File: src/rtl/led_scroll_driver.sv
// Multi-digit common-anode 7-segment driver with message buffer and scroll.
// Ports: clk, reset, char_in/char_valid/char_ready, msg_clear, scroll_en, an, seg.
module led_scroll_driver #(
  parameter int DIGITS        = 4,
  parameter int DEPTH         = 16,
  parameter int REFRESH_TICKS = 50000,
  parameter int SCROLL_TICKS  = 25000000
) (
  input  logic              clk,
  input  logic              reset,
  input  logic [3:0]        char_in,
  input  logic              char_valid,
  output logic              char_ready,
  input  logic              msg_clear,
  input  logic              scroll_en,
  output logic [DIGITS-1:0] an,
  output logic [6:0]        seg
);

  localparam int CW = $clog2(DEPTH + 1);
  localparam int PW = (DEPTH > 1) ? $clog2(DEPTH) : 1;
  localparam int IW = $clog2(DEPTH + DIGITS) + 1;
  localparam int KW = (DIGITS > 1) ? $clog2(DIGITS) : 1;
  localparam int RW = (REFRESH_TICKS > 1) ? $clog2(REFRESH_TICKS) : 1;
  localparam int SW = (SCROLL_TICKS > 1) ? $clog2(SCROLL_TICKS) : 1;

  localparam logic [CW-1:0] DIGITS_C = CW'(DIGITS);
  localparam logic [CW-1:0] DEPTH_C  = CW'(DEPTH);
  localparam logic [KW-1:0] K_MAX    = KW'(DIGITS - 1);
  localparam logic [RW-1:0] R_MAX    = RW'(REFRESH_TICKS - 1);
  localparam logic [SW-1:0] S_MAX    = SW'(SCROLL_TICKS - 1);
  localparam logic [3:0]    SPACE    = 4'd12;

  logic [3:0]        msg_buf [DEPTH];
  logic [CW-1:0]     count;
  logic [CW-1:0]     wptr;
  logic [CW-1:0]     offset;
  logic [KW-1:0]     k;
  logic [RW-1:0]     ref_cnt;
  logic [SW-1:0]     sc_cnt;
  logic              started;

  logic              ref_wrap;
  logic              sc_wrap;
  logic              wr;
  logic              long_msg;
  logic [KW-1:0]     k_n;
  logic [IW-1:0]     idx;
  logic [3:0]        code;
  logic [DIGITS-1:0] an_n;
  logic [6:0]        seg_n;

  function automatic logic [6:0] decode(input logic [3:0] c);
    case (c)
      4'd0:    decode = 7'b0000001;
      4'd1:    decode = 7'b1001111;
      4'd2:    decode = 7'b0010010;
      4'd3:    decode = 7'b0000110;
      4'd4:    decode = 7'b1001100;
      4'd5:    decode = 7'b0100100;
      4'd6:    decode = 7'b0100000;
      4'd7:    decode = 7'b0001111;
      4'd8:    decode = 7'b0000000;
      4'd9:    decode = 7'b0000100;
      4'd10:   decode = 7'b1111110;
      4'd11:   decode = 7'b0111000;
      default: decode = 7'b1111111;
    endcase
  endfunction

  assign char_ready = (count != DEPTH_C);
  assign wr         = char_valid & char_ready & ~msg_clear;
  assign long_msg   = (count > DIGITS_C);
  assign ref_wrap   = (ref_cnt == R_MAX);
  assign sc_wrap    = (sc_cnt == S_MAX);

  always_comb begin
    k_n = k;
    if (ref_wrap)
      k_n = (k == K_MAX) ? '0 : k + 1'b1;
  end

  // Character for the digit that will be lit after this edge.
  // Long messages wrap circularly; short ones pad with spaces.
  always_comb begin
    idx  = IW'(offset) + IW'(k_n);
    code = SPACE;
    if (idx >= IW'(count)) begin
      if (long_msg) begin
        idx  = idx - IW'(count);
        code = msg_buf[idx[PW-1:0]];
      end
    end else begin
      code = msg_buf[idx[PW-1:0]];
    end
  end

  always_comb begin
    an_n = '1;
    for (int i = 0; i < DIGITS; i++)
      if (k_n == KW'(DIGITS - 1 - i))
        an_n[i] = 1'b0;
    seg_n = decode(code);
  end

  always_ff @(posedge clk) begin
    if (!reset && wr)
      msg_buf[wptr[PW-1:0]] <= char_in;
  end

  always_ff @(posedge clk) begin
    if (reset) begin
      count   <= '0;
      wptr    <= '0;
      offset  <= '0;
      k       <= '0;
      ref_cnt <= '0;
      sc_cnt  <= '0;
      started <= 1'b0;
      an      <= '1;
      seg     <= 7'h7F;
    end else begin
      started <= 1'b1;
      ref_cnt <= ref_wrap ? '0 : ref_cnt + 1'b1;
      k       <= k_n;
      // Digit outputs latch together with k; the first edge after
      // reset lights digit 0 without waiting for a refresh wrap.
      if (ref_wrap || !started) begin
        an  <= an_n;
        seg <= seg_n;
      end
      if (msg_clear) begin
        count  <= '0;
        wptr   <= '0;
        offset <= '0;
        sc_cnt <= '0;
      end else begin
        if (wr) begin
          count <= count + 1'b1;
          wptr  <= wptr + 1'b1;
        end
        if (!scroll_en || !long_msg)
          sc_cnt <= '0;
        else
          sc_cnt <= sc_wrap ? '0 : sc_cnt + 1'b1;
        if (!long_msg)
          offset <= '0;
        else if (scroll_en && sc_wrap)
          offset <= (offset == count - 1'b1) ? '0 : offset + 1'b1;
      end
    end
  end

endmodule

File: config.mk
export PLATFORM = sky130hd
export DESIGN_NAME = led_scroll_driver
export DESIGN_NICKNAME = d
export VERILOG_FILES = /design/src/rtl/led_scroll_driver.sv
export SDC_FILE = /design/constraint.sdc
export NUM_CORES = 1
export LEC_CHECK = 0
export BUFFER_PORTS_ARGS = -buffer_cell sky130_fd_sc_hd__clkbuf_2
export CORE_UTILIZATION = 61
export CTS_CLUSTER_DIAMETER = 30
export DETAILED_ROUTE_END_ITERATION = 12
export GPL_TIMING_DRIVEN = 1
export PLACE_DENSITY = 0.88
export SLEW_MARGIN = 0
export SYNTH_ARGS = -nofsm -noshare
export SYNTH_HDL_FRONTEND = slang
export SYNTH_SLANG_ARGS = --single-unit
export TNS_END_PERCENT = 50
File: constraint.sdc
create_clock -name clk -period 7.6 [get_ports clk]
set_input_delay 1.52 -clock clk [delete_from_list [all_inputs] [get_ports clk]]
set_output_delay 1.52 -clock clk [all_outputs]
set_load 0.02 [all_outputs]
==> flow_metrics.py, run 1 <==
metrics = {
    "timing": {
        "maxSlewHeadroom": 0.3618,
        "period_needed_ps": 6479,
        "fmax_mhz": 154.3,
        "fin_crit_sh": 0.8525,
        "finalSetupTns_ps": 0,
        "setup_viol": 0,
        "grt_setup_unrepaired": "false",
        "final.setup_skew_ps": 14.93,
        "tightest_slew_ps": 954.4,
        "maxSlewViolCount": 0,
        "hold_viol_final": 0,
    },
    "run_status": {
        "outcome": "completed",
    },
    "synthesis": {
        "synth_area_mm2": 0.006706,
        "synth-seq-cells": 133,
        "synth_edf_count": 64,
        "yosysUniqueCellTypes": 62,
        "yosys_most_used_dff": "dfxtp_1",
        "syn_nets": 643,
        "synth_cells": 608,
        "ys_seq_area_frac": 0.4925,
        "ys_warn_count": 0,
        "syn_area_per_cell_um2": 11.03,
        "synthArstFlopShare": 0,
    },
    "global_route": {
        "antenna_found_initial": 0,
        "grt_overflow": 0,
        "grt_pass1_wl_um": 23830,
        "grt_max_degree": 26,
        "grt_pass1_vias": 4781,
        "gr-usage-all-layers": 0.2793,
    },
    "power_and_ir_drop": {
        "p_sw_uw": 366.4,
        "peakVddDrop_v": 0.0001769,
        "powerDensity_mw_per_mm2": 213.8,
        "p_clk_frac": 0.476,
        "seqPwrFrac": 0.479,
        "cellLeakagePower_uw": 0.002717,
        "p_int_uw": 1219,
        "combPwrFrac": 0.045,
        "p_total_uw": 1586,
        "p_sw_frac": 0.2311,
    },
    "clock_tree": {
        "cts-root-buf": "clkbuf_8",
        "cts_max_level": 4,
        "clockBufferDepth": 2,
        "cts_buffers": 17,
        "cts_hold_buf": 0,
        "post_cts_buffers": 0,
        "insertion_delay_ps": 540,
        "ctsResizeCount": 0,
        "cts_tree": "built",
        "path_clk_slew_ps": 60,
        "cts_num_sinks": 133,
    },
    "die": {
        "die_h_um": 106.9,
        "core_mm2": 0.01051,
        "start_util": 0.6382,
        "dieWidth_um": 106.9,
        "row_count": 37,
        "design.portCount": 21,
        "dieArea_mm2": 0.01142,
    },
    "critical_path": {
        "cp.arrival_ps": 6880,
        "end_kind": "register",
        "crit_slowest_cell": "fa_1",
        "worstSetupStartpointType": "register",
        "crit_fanout": 20,
        "worstSetupPathType": "reg2reg",
        "crit_required_ps": 8010,
        "path_delay_family": "adder cells",
        "crit_buf_inv": 5,
        "crit_top_cell": "inv_1",
        "max_stage_delay_ps": 1100,
        "path_cells": "ha_1, and3_1, nand4_1, a21oi_1, inv_1, ha_1, fa_1, inv_1, fa_1, buf_4, mux4_2, a211oi_1, o31ai_1, inv_1, ha_1, inv_1, a311oi_1, a2111oi_0, o31ai_1",
    },
    "finish": {
        "syn2layout_area_growth_pct": 10.60,
        "nets": 661,
        "diodes": 0,
        "layout-drive-gt1-share": 0.1362,
    },
    "routing": {
        "first_pass_iters": 5,
        "first_iter_violations": 611,
        "vias": 4951,
        "drc": 0,
        "drt-vias-per-instance": 6.388,
        "routed_wl_um": 14910,
        "wire_per_inst_um": 19.24,
        "ant_nets": 0,
    },
    "flow_run": {
        "max_cap_violations": 0,
    },
    "placed_design": {
        "place_hpwl_um": 10020,
        "gp_congestion": 0.9228,
        "io_buffer_count": 20,
    },
    "hold_path": {
        "min_path_type": "reg2reg",
    },
}
routing by layer:
metal	track usage	wire, um	vias up
li1	-	-	2243
met1	0.3430	5941	2376
met2	0.4493	7210	286
met3	0.08207	1291	46
met4	0.1409	468	0
met5	0	0	-
area by class of cell:
type / instances / area [um^2]
tap: 136 / 170.2
inverter: 24 / 90.09
multi-input combinational: 428 / 3192
fill: 704 / 3092
clock buffer: 18 / 417.9
sequential: 133 / 3303
timing repair buffer: 22 / 115.1
clock inverter: 14 / 128.9
registers in the layout, summed over array words and instances (netlist names):
name     flops
seg          7
sc_cnt      25
ref_cnt     16
count        5
offset       5
started      1
k            2
an           4
msg_buf     64
wptr         4
Yosys cell counts (all sizes together) (2+ instances only):
master / number / area share
a22oi: 3 / 0.0034
clkbuf: 11 / 0.0062
a21boi: 3 / 0.0034
and4: 3 / 0.0039
inv: 23 / 0.013
buf: 12 / 0.012
nor4: 3 / 0.0028
o211ai: 5 / 0.0056
and3: 13 / 0.012
fa: 2 / 0.0060
o31ai: 4 / 0.0045
edfxtp: 64 / 0.29
a31o: 3 / 0.0052
nor3: 14 / 0.010
ha: 24 / 0.045
and2: 8 / 0.0075
nand2: 55 / 0.031
o21a: 2 / 0.0022
nor4bb: 2 / 0.0030
dfxtp: 69 / 0.21
a21oi: 12 / 0.0095
o21ai: 14 / 0.011
xor2: 32 / 0.042
or3: 5 / 0.0054
nand2b: 2 / 0.0019
nor2: 84 / 0.047
o31a: 2 / 0.0026
a41o: 2 / 0.0030
a211oi: 3 / 0.0034
nand3: 27 / 0.020
mux2i: 16 / 0.024
a221o: 2 / 0.0030
nand4: 17 / 0.016
mux4: 27 / 0.091
or2: 2 / 0.0019
xnor2: 24 / 0.032
worst reg2reg max path, stage by stage, from the launching register on:
cell and delay (ps):
dfxtp_1 360, ha_1 240, and3_1 220, nand4_1 270
a21oi_1 370, inv_1 130, ha_1 230, fa_1 1100
inv_1 150, fa_1 880, buf_4 320, mux4_2 210
a211oi_1 80, o31ai_1 780, inv_1 210, ha_1 250
inv_1 50, a311oi_1 40, a2111oi_0 330, o31ai_1 130
stage by stage:
stage | setup slack (ps) | area [um^2] | utilization | hold WS [ps] | std cells
after floorplan | 2080 | 6706 | - | 412.9 | 608
after global placement | 1546 | 6870 | 0.6538 | 424.7 | 743
after detailed placement | 1214 | 6870 | 0.6538 | 432.5 | 743
after CTS | 1189 | 7417 | 0.7058 | 440.9 | 775
after global routing | 648.7 | 7417 | 0.7058 | 459.9 | 775
final | 1121 | 7417 | 0.7058 | 434.7 | 775
cells by family after synthesis:
logic type,after synthesis,share of synthesized area
xor+xnor,56,0.07425
mux,43,0.1151
simple gates,239,0.1677
flops,133,0.4925
buf+inv,47,0.03153
compound gates,64,0.06810
fa+ha+maj,26,0.05075
worst paths after layout:
path,from,to,slack (ps),depth (start not counted)
hold reg to reg,sc_cnt[0]$_SDFF_PP0_,sc_cnt[0]$_SDFF_PP0_,430,1
hold / removal,sc_cnt[0]$_SDFF_PP0_,sc_cnt[0]$_SDFF_PP0_,430,1
setup / recovery,ref_cnt[0]$_SDFF_PP0_,seg[6]$_SDFFE_PP1P_,1120,19
setup reg to reg,ref_cnt[0]$_SDFF_PP0_,seg[6]$_SDFFE_PP1P_,1120,19
power by group through the flow:
| stage | sequential (uW) | clock (uW) | combinational (uW) |
|---|---|---|---|
| after global placement | 774 | 0 | 66.5 |
| after CTS | 759 | 765 | 70.3 |
| after global routing | 759 | 797 | 76.4 |
| after detailed placement | 774 | 0 | 68.9 |
| after floorplan | 775 | 0 | 48.8 |
| final | 759 | 755 | 71.4 |
placed cells by master, fill, tap and decap left out, drive strengths merged, types with 3 or more instances in the layout:
master  synthesis  routed
a211oi          3       3
a21boi          3       3
a21oi          12      12
a22oi           3       3
a31o            3       3
and2            8       8
and3           13      13
and4            3       3
clkbuf         11      38
clkinv          1       9
dfxtp          69      69
edfxtp         64      64
ha             24      24
inv            23      26
mux2i          16      16
mux4           27      27
nand2          55      55
nand3          27      27
nand4          17      17
nor2           84      84
nor3           14      14
nor4            3       3
o211ai          5       5
o21ai          14      14
o31ai           4       4
or3             5       5
xnor2          24      24
xor2           32      32
Note: power is estimated with default switching activity, not from simulation.
==> run 2: changes to the inputs <==
BUFFER_PORTS_ARGS = default   (was -buffer_cell sky130_fd_sc_hd__clkbuf_2)
CORE_ASPECT_RATIO = 0.8   (was default)
DONT_BUFFER_PORTS = 1   (was default)
PLACE_DENSITY = 0.87   (was 0.88)
SLEW_MARGIN = 5   (was 0)
==> flow_metrics.py, run 2 (same netlist as run 1, synthesis figures left out) <==
metrics = {
    "routing": {
        "wire_per_inst_um": 18.69,
        "drc": 0,
        "routed_wl_um": 14210,
        "ant_nets": 0,
        "first_iter_violations": 530,
        "dr_wl_met2_um": 6431,
        "top_layer_used": "met4",
        "drt-met1-wl_um": 6130,
        "wl_met3_um": 1397,
        "first_pass_iters": 5,
        "drt-vias-per-instance": 6.279,
        "vias": 4772,
    },
    "finish": {
        "syn2layout_area_growth_pct": 10.65,
        "layout-drive-gt1-share": 0.1113,
        "postLayoutCoreUtil": 0.7076,
        "nets": 642,
        "largest_register_ff_count": 64,
        "layout_commonest_cell": "nor2_1",
        "layout_common_cells": "nor2_1, dfxtp_1, edfxtp_1, nand2_1, xor2_1",
        "diodes": 0,
        "nFillCells": 721,
    },
    "timing": {
        "setup_slack_ps": 1049,
        "period_needed_ps": 6551,
        "final.setup_skew_ps": 10.86,
        "hold_viol_final": 0,
        "setup_viol": 0,
        "grt_setup_unrepaired": "false",
        "fin_crit_sh": 0.8620,
        "finalSetupTns_ps": 0,
        "maxSlewHeadroom": 0.3183,
        "maxSlewViolCount": 0,
        "tightest_slew_ps": 1019,
        "fmax_mhz": 152.6,
    },
    "power_and_ir_drop": {
        "p_sw_frac": 0.2023,
        "cellLeakagePower_uw": 0.002698,
        "p_int_uw": 1345,
        "p_clk_frac": 0.514,
        "seqPwrFrac": 0.452,
        "combPwrFrac": 0.034,
        "peakVddDrop_v": 0.0001755,
        "p_sw_uw": 341.1,
        "powerDensity_mw_per_mm2": 227.2,
    },
    "critical_path": {
        "cp.arrival_ps": 6850,
        "crit_start": "ref_cnt[0]$_SDFF_PP0_",
        "end_kind": "register",
        "worstSetupPathType": "reg2reg",
        "crit_required_ps": 7900,
        "rr_startpoint": "ref_cnt[0]$_SDFF_PP0_",
        "crit_fanout": 17,
        "worstSetupStartpointType": "register",
    },
    "die": {
        "core_mm2": 0.01049,
        "dieArea_mm2": 0.01142,
        "row_count": 33,
        "die_h_um": 95.79,
        "dieWidth_um": 119.2,
        "design.portCount": 21,
        "start_util": 0.6395,
    },
    "flow_run": {
        "max_cap_violations": 0,
    },
    "clock_tree": {
        "clockBufferDepth": 2,
        "cts_max_level": 4,
        "cts-root-buf": "clkbuf_16",
        "cts_buffers": 17,
        "ctsResizeCount": 0,
        "cts_num_sinks": 133,
        "insertion_delay_ps": 430,
        "path_clk_slew_ps": 60,
        "post_cts_buffers": 0,
        "cts_tree": "built",
        "cts_hold_buf": 0,
    },
    "global_route": {
        "gr-usage-all-layers": 0.2667,
        "grt_pass1_vias": 4410,
        "antenna_found_initial": 0,
        "grt_pass1_wl_um": 22560,
        "grt_max_degree": 26,
        "grt_overflow": 0,
    },
    "hold_path": {
        "min_path_type": "reg2reg",
        "min_from": "sc_cnt[0]$_SDFF_PP0_",
    },
    "placed_design": {
        "pre_cts_slack_ps": 1212,
        "place_hpwl_um": 10020,
        "io_buffer_count": 0,
        "gp_congestion": 0.9499,
    },
    "run_status": {
        "outcome": "completed",
    },
}
[run 2: changes by cell type in the layout (fill, tap and decap cells not counted), sizes merged]
cell and delta:
clkbuf -16, clkinv -3, bufinv +2, clkinvlp -2
buf +1, inv -1
[run 2: final timing paths]
check                         endpoint  slack (ps)  cells past startpoint
setup / recovery   seg[6]$_SDFFE_PP1P_        1050                     20
hold / removal    sc_cnt[0]$_SDFF_PP0_         450                      1
setup reg to reg   seg[6]$_SDFFE_PP1P_        1050                     20
hold reg to reg   sc_cnt[0]$_SDFF_PP0_         450                      1
[run 2: stage by stage]
step	std cells	hold slack (ps)	power, uW	area, um^2
floorplan	608	412.9	824.1	6706
detailed placement	728	430.3	832.8	6783
CTS	760	448.1	1693	7421
finish	760	446.4	1686	7421
global placement	728	423.5	830.8	6783
global route	760	468.8	1733	7421
[run 2: power groups by stage]
| stage | logic [uW] | registers [uW] | clock network [uW] |
|---|---|---|---|
| floorplan | 48.8 | 775 | 0 |
| global placement | 54.6 | 776 | 0 |
| detailed placement | 56.3 | 777 | 0 |
| CTS | 56.9 | 761 | 874 |
| global route | 63.3 | 762 | 908 |
| finish | 57.4 | 762 | 867 |
[run 2: cell type report]
| type | count | area, um^2 | area share |
|---|---|---|---|
| Inverter | 24 | 90.09 | 0.01214 |
| Clock inverter | 10 | 142.6 | 0.01922 |
| Sequential cell | 133 | 3303 | 0.4451 |
| Tap cell | 140 | 175.2 | 0.02360 |
| Clock buffer | 22 | 495.5 | 0.06677 |
| Timing Repair Buffer | 3 | 22.52 | 0.003035 |
| Multi-Input combinational cell | 428 | 3192 | 0.4301 |
[run 2: worst max-delay path, cell delays in order (launching register included)]
cell       delay (ps)
dfxtp_1           360
ha_1              240
and3_1            220
nand4_1           290
a21oi_1           380
inv_1             130
ha_1              870
inv_1             200
ha_1              280
fa_1              820
buf_4             310
mux4_2            200
a21boi_1          160
a211oi_1           80
o31ai_1           820
inv_1             210
ha_1              240
inv_1              50
a311oi_1           50
a2111oi_0         390
o31ai_1           140
[run 2: routing by layer]
layer  global-route usage  up-vias
met3              0.09242       26
met4               0.1065        0
li1                     -     2205
met2               0.4055      241
met5                    0        -
met1               0.3523     2300
==> run 3: changes to the inputs <==
CELL_PAD_IN_SITES_DETAIL_PLACEMENT = 0   (was default)
CELL_PAD_IN_SITES_GLOBAL_PLACEMENT = 1   (was default)
CORE_UTILIZATION = 53   (was 61)
CTS_BUF_LIST = sky130_fd_sc_hd__clkbuf_4 sky130_fd_sc_hd__clkbuf_8   (was default)
PLACE_DENSITY = 0.92   (was 0.87)
==> flow_metrics.py, run 3 (same netlist as run 1, synthesis figures left out) <==
metrics = {
    "placed_design": {
        "io_buffer_count": 0,
        "gp_congestion": 0.8733,
        "place_hpwl_um": 10420,
        "placedCellCount": 759,
        "pre_cts_slack_ps": 1355,
    },
    "die": {
        "row_count": 36,
        "start_util": 0.5474,
        "dieArea_mm2": 0.01311,
        "core_mm2": 0.01225,
        "design.portCount": 21,
        "dieWidth_um": 127.8,
        "die_h_um": 102.6,
    },
    "hold_path": {
        "min_path_type": "reg2reg",
    },
    "power_and_ir_drop": {
        "peakVddDrop_v": 0.0001818,
        "cellLeakagePower_uw": 0.002576,
        "powerDensity_mw_per_mm2": 196.0,
        "p_total_uw": 1414,
    },
    "clock_tree": {
        "path_clk_slew_ps": 70,
        "cts_tree": "built",
        "cts_buffers": 17,
        "insertion_delay_ps": 460,
        "cts_num_sinks": 133,
        "clockBufferDepth": 2,
        "cts_hold_buf": 0,
        "cts_max_level": 4,
        "post_cts_buffers": 0,
        "ctsResizeCount": 0,
        "cts-root-buf": "clkbuf_8",
    },
    "timing": {
        "finalSetupTns_ps": 0,
        "final.setup_skew_ps": 10.23,
        "maxSlewViolCount": 0,
        "grt_setup_unrepaired": "false",
        "setup_slack_ps": 1369,
        "period_needed_ps": 6232,
        "fin_crit_sh": 0.8199,
        "setup_viol": 0,
        "maxSlewHeadroom": 0.2954,
        "hold_viol_final": 0,
        "fmax_mhz": 160.5,
        "tightest_slew_ps": 1048,
    },
    "global_route": {
        "grt_overflow": 0,
        "grt_pass1_wl_um": 22790,
        "gr-usage-all-layers": 0.2330,
        "grt_pass1_vias": 4436,
        "antenna_found_initial": 0,
        "grt_max_degree": 26,
    },
    "critical_path": {
        "crit_required_ps": 7930,
        "rrSetupSlack_ps": 1370,
        "end_kind": "register",
        "worstSetupPathType": "reg2reg",
        "cp.arrival_ps": 6570,
        "crit_fanout": 12,
        "worstSetupStartpointType": "register",
    },
    "routing": {
        "first_pass_iters": 5,
        "vias": 4611,
        "wire_per_inst_um": 17.75,
        "ant_nets": 0,
        "first_iter_violations": 327,
        "drc": 0,
        "routed_wl_um": 14030,
        "drt-vias-per-instance": 5.837,
    },
    "flow_run": {
        "max_cap_violations": 0,
    },
    "finish": {
        "largest_register_ff_count": 64,
        "nFillCells": 997,
        "layout_common_cells": "nor2_1, dfxtp_1, edfxtp_1, nand2_1, xor2_1",
        "diodes": 0,
        "syn2layout_area_growth_pct": 7.556,
        "nets": 642,
        "fin_cells": 790,
        "layout_commonest_cell": "nor2_1",
        "seq_area_mm2": 0.003303,
        "multiInputGateArea_mm2": 0.003192,
        "layout-drive-gt1-share": 0.1066,
    },
    "run_status": {
        "outcome": "completed",
    },
}
run 3: cell types whose count changed in the layout (fill, tap and decap cells not counted):
cell        before  now
clkbuf_16       18    0
clkbuf_8         3   17
clkbuf_4         0    3
clkinv_1         1    4
clkinvlp_4       0    2
clkbuf_1         1    0
clkinv_2         3    2
clkinv_4         2    1
inv_6            1    0
inv_8            1    0
run 3: where the power goes:
part | internal [uW] | switching (uW)
combinational | 25.5 | 32.3
sequential | 755 | 6.04
clock | 329 | 267
total | 1110 | 305
run 3: worst paths after layout:
| kind | startpoint | endpoint | cells after the start |
|---|---|---|---|
| min | sc_cnt[0]$_SDFF_PP0_ | sc_cnt[0]$_SDFF_PP0_ | 1 |
| min reg2reg | sc_cnt[0]$_SDFF_PP0_ | sc_cnt[0]$_SDFF_PP0_ | 1 |
| max reg2reg | ref_cnt[6]$_SDFF_PP0_ | seg[6]$_SDFFE_PP1P_ | 21 |
| max | ref_cnt[6]$_SDFF_PP0_ | seg[6]$_SDFFE_PP1P_ | 21 |
run 3: per-layer routing:
layer  vias up  part of all wire  track usage  wire (um)
met1      2233              0.47       0.3166       6635
met5         -                 0            0          0
met2       160              0.43       0.3424       6036
met4         0             0.022       0.1122        306
met3        21             0.075      0.07161       1047
li1       2197                 -            -          -
run 3: stage by stage:
step	hold WS, ps	utilization	instance area (um^2)
2_1_floorplan	412.9	-	6706
3_3_place_gp	422.8	0.5568	6822
3_5_place_dp	435.8	0.5568	6822
4_1_cts	447.5	0.5887	7213
5_1_grt	482.3	0.5887	7213
6_report	443.0	0.5887	7213
run 3: area by class of cell:
| cell class | count | area share |
|---|---|---|
| multi-input cells | 428 | 0.4425 |
| well taps | 171 | 0.02966 |
| clock inverters | 11 | 0.01873 |
| inverters | 24 | 0.01249 |
| repair buffers | 3 | 0.003122 |
| flip-flops and latches | 133 | 0.4579 |
| clock buffers | 20 | 0.03556 |
run 3: worst max-delay path, stage by stage (launching register included):
cell	delay, ps
dfxtp_1	380
nor4bb_1	370
nand4_1	320
a21oi_1	380
inv_1	130
ha_1	220
fa_1	400
xnor2_1	140
buf_4	190
inv_1	360
ha_1	400
and3b_1	240
or3_4	400
a21boi_0	180
a211oi_1	70
o31ai_1	860
inv_1	210
ha_1	250
inv_1	50
a311oi_1	40
a2111oi_0	350
o31ai_1	130
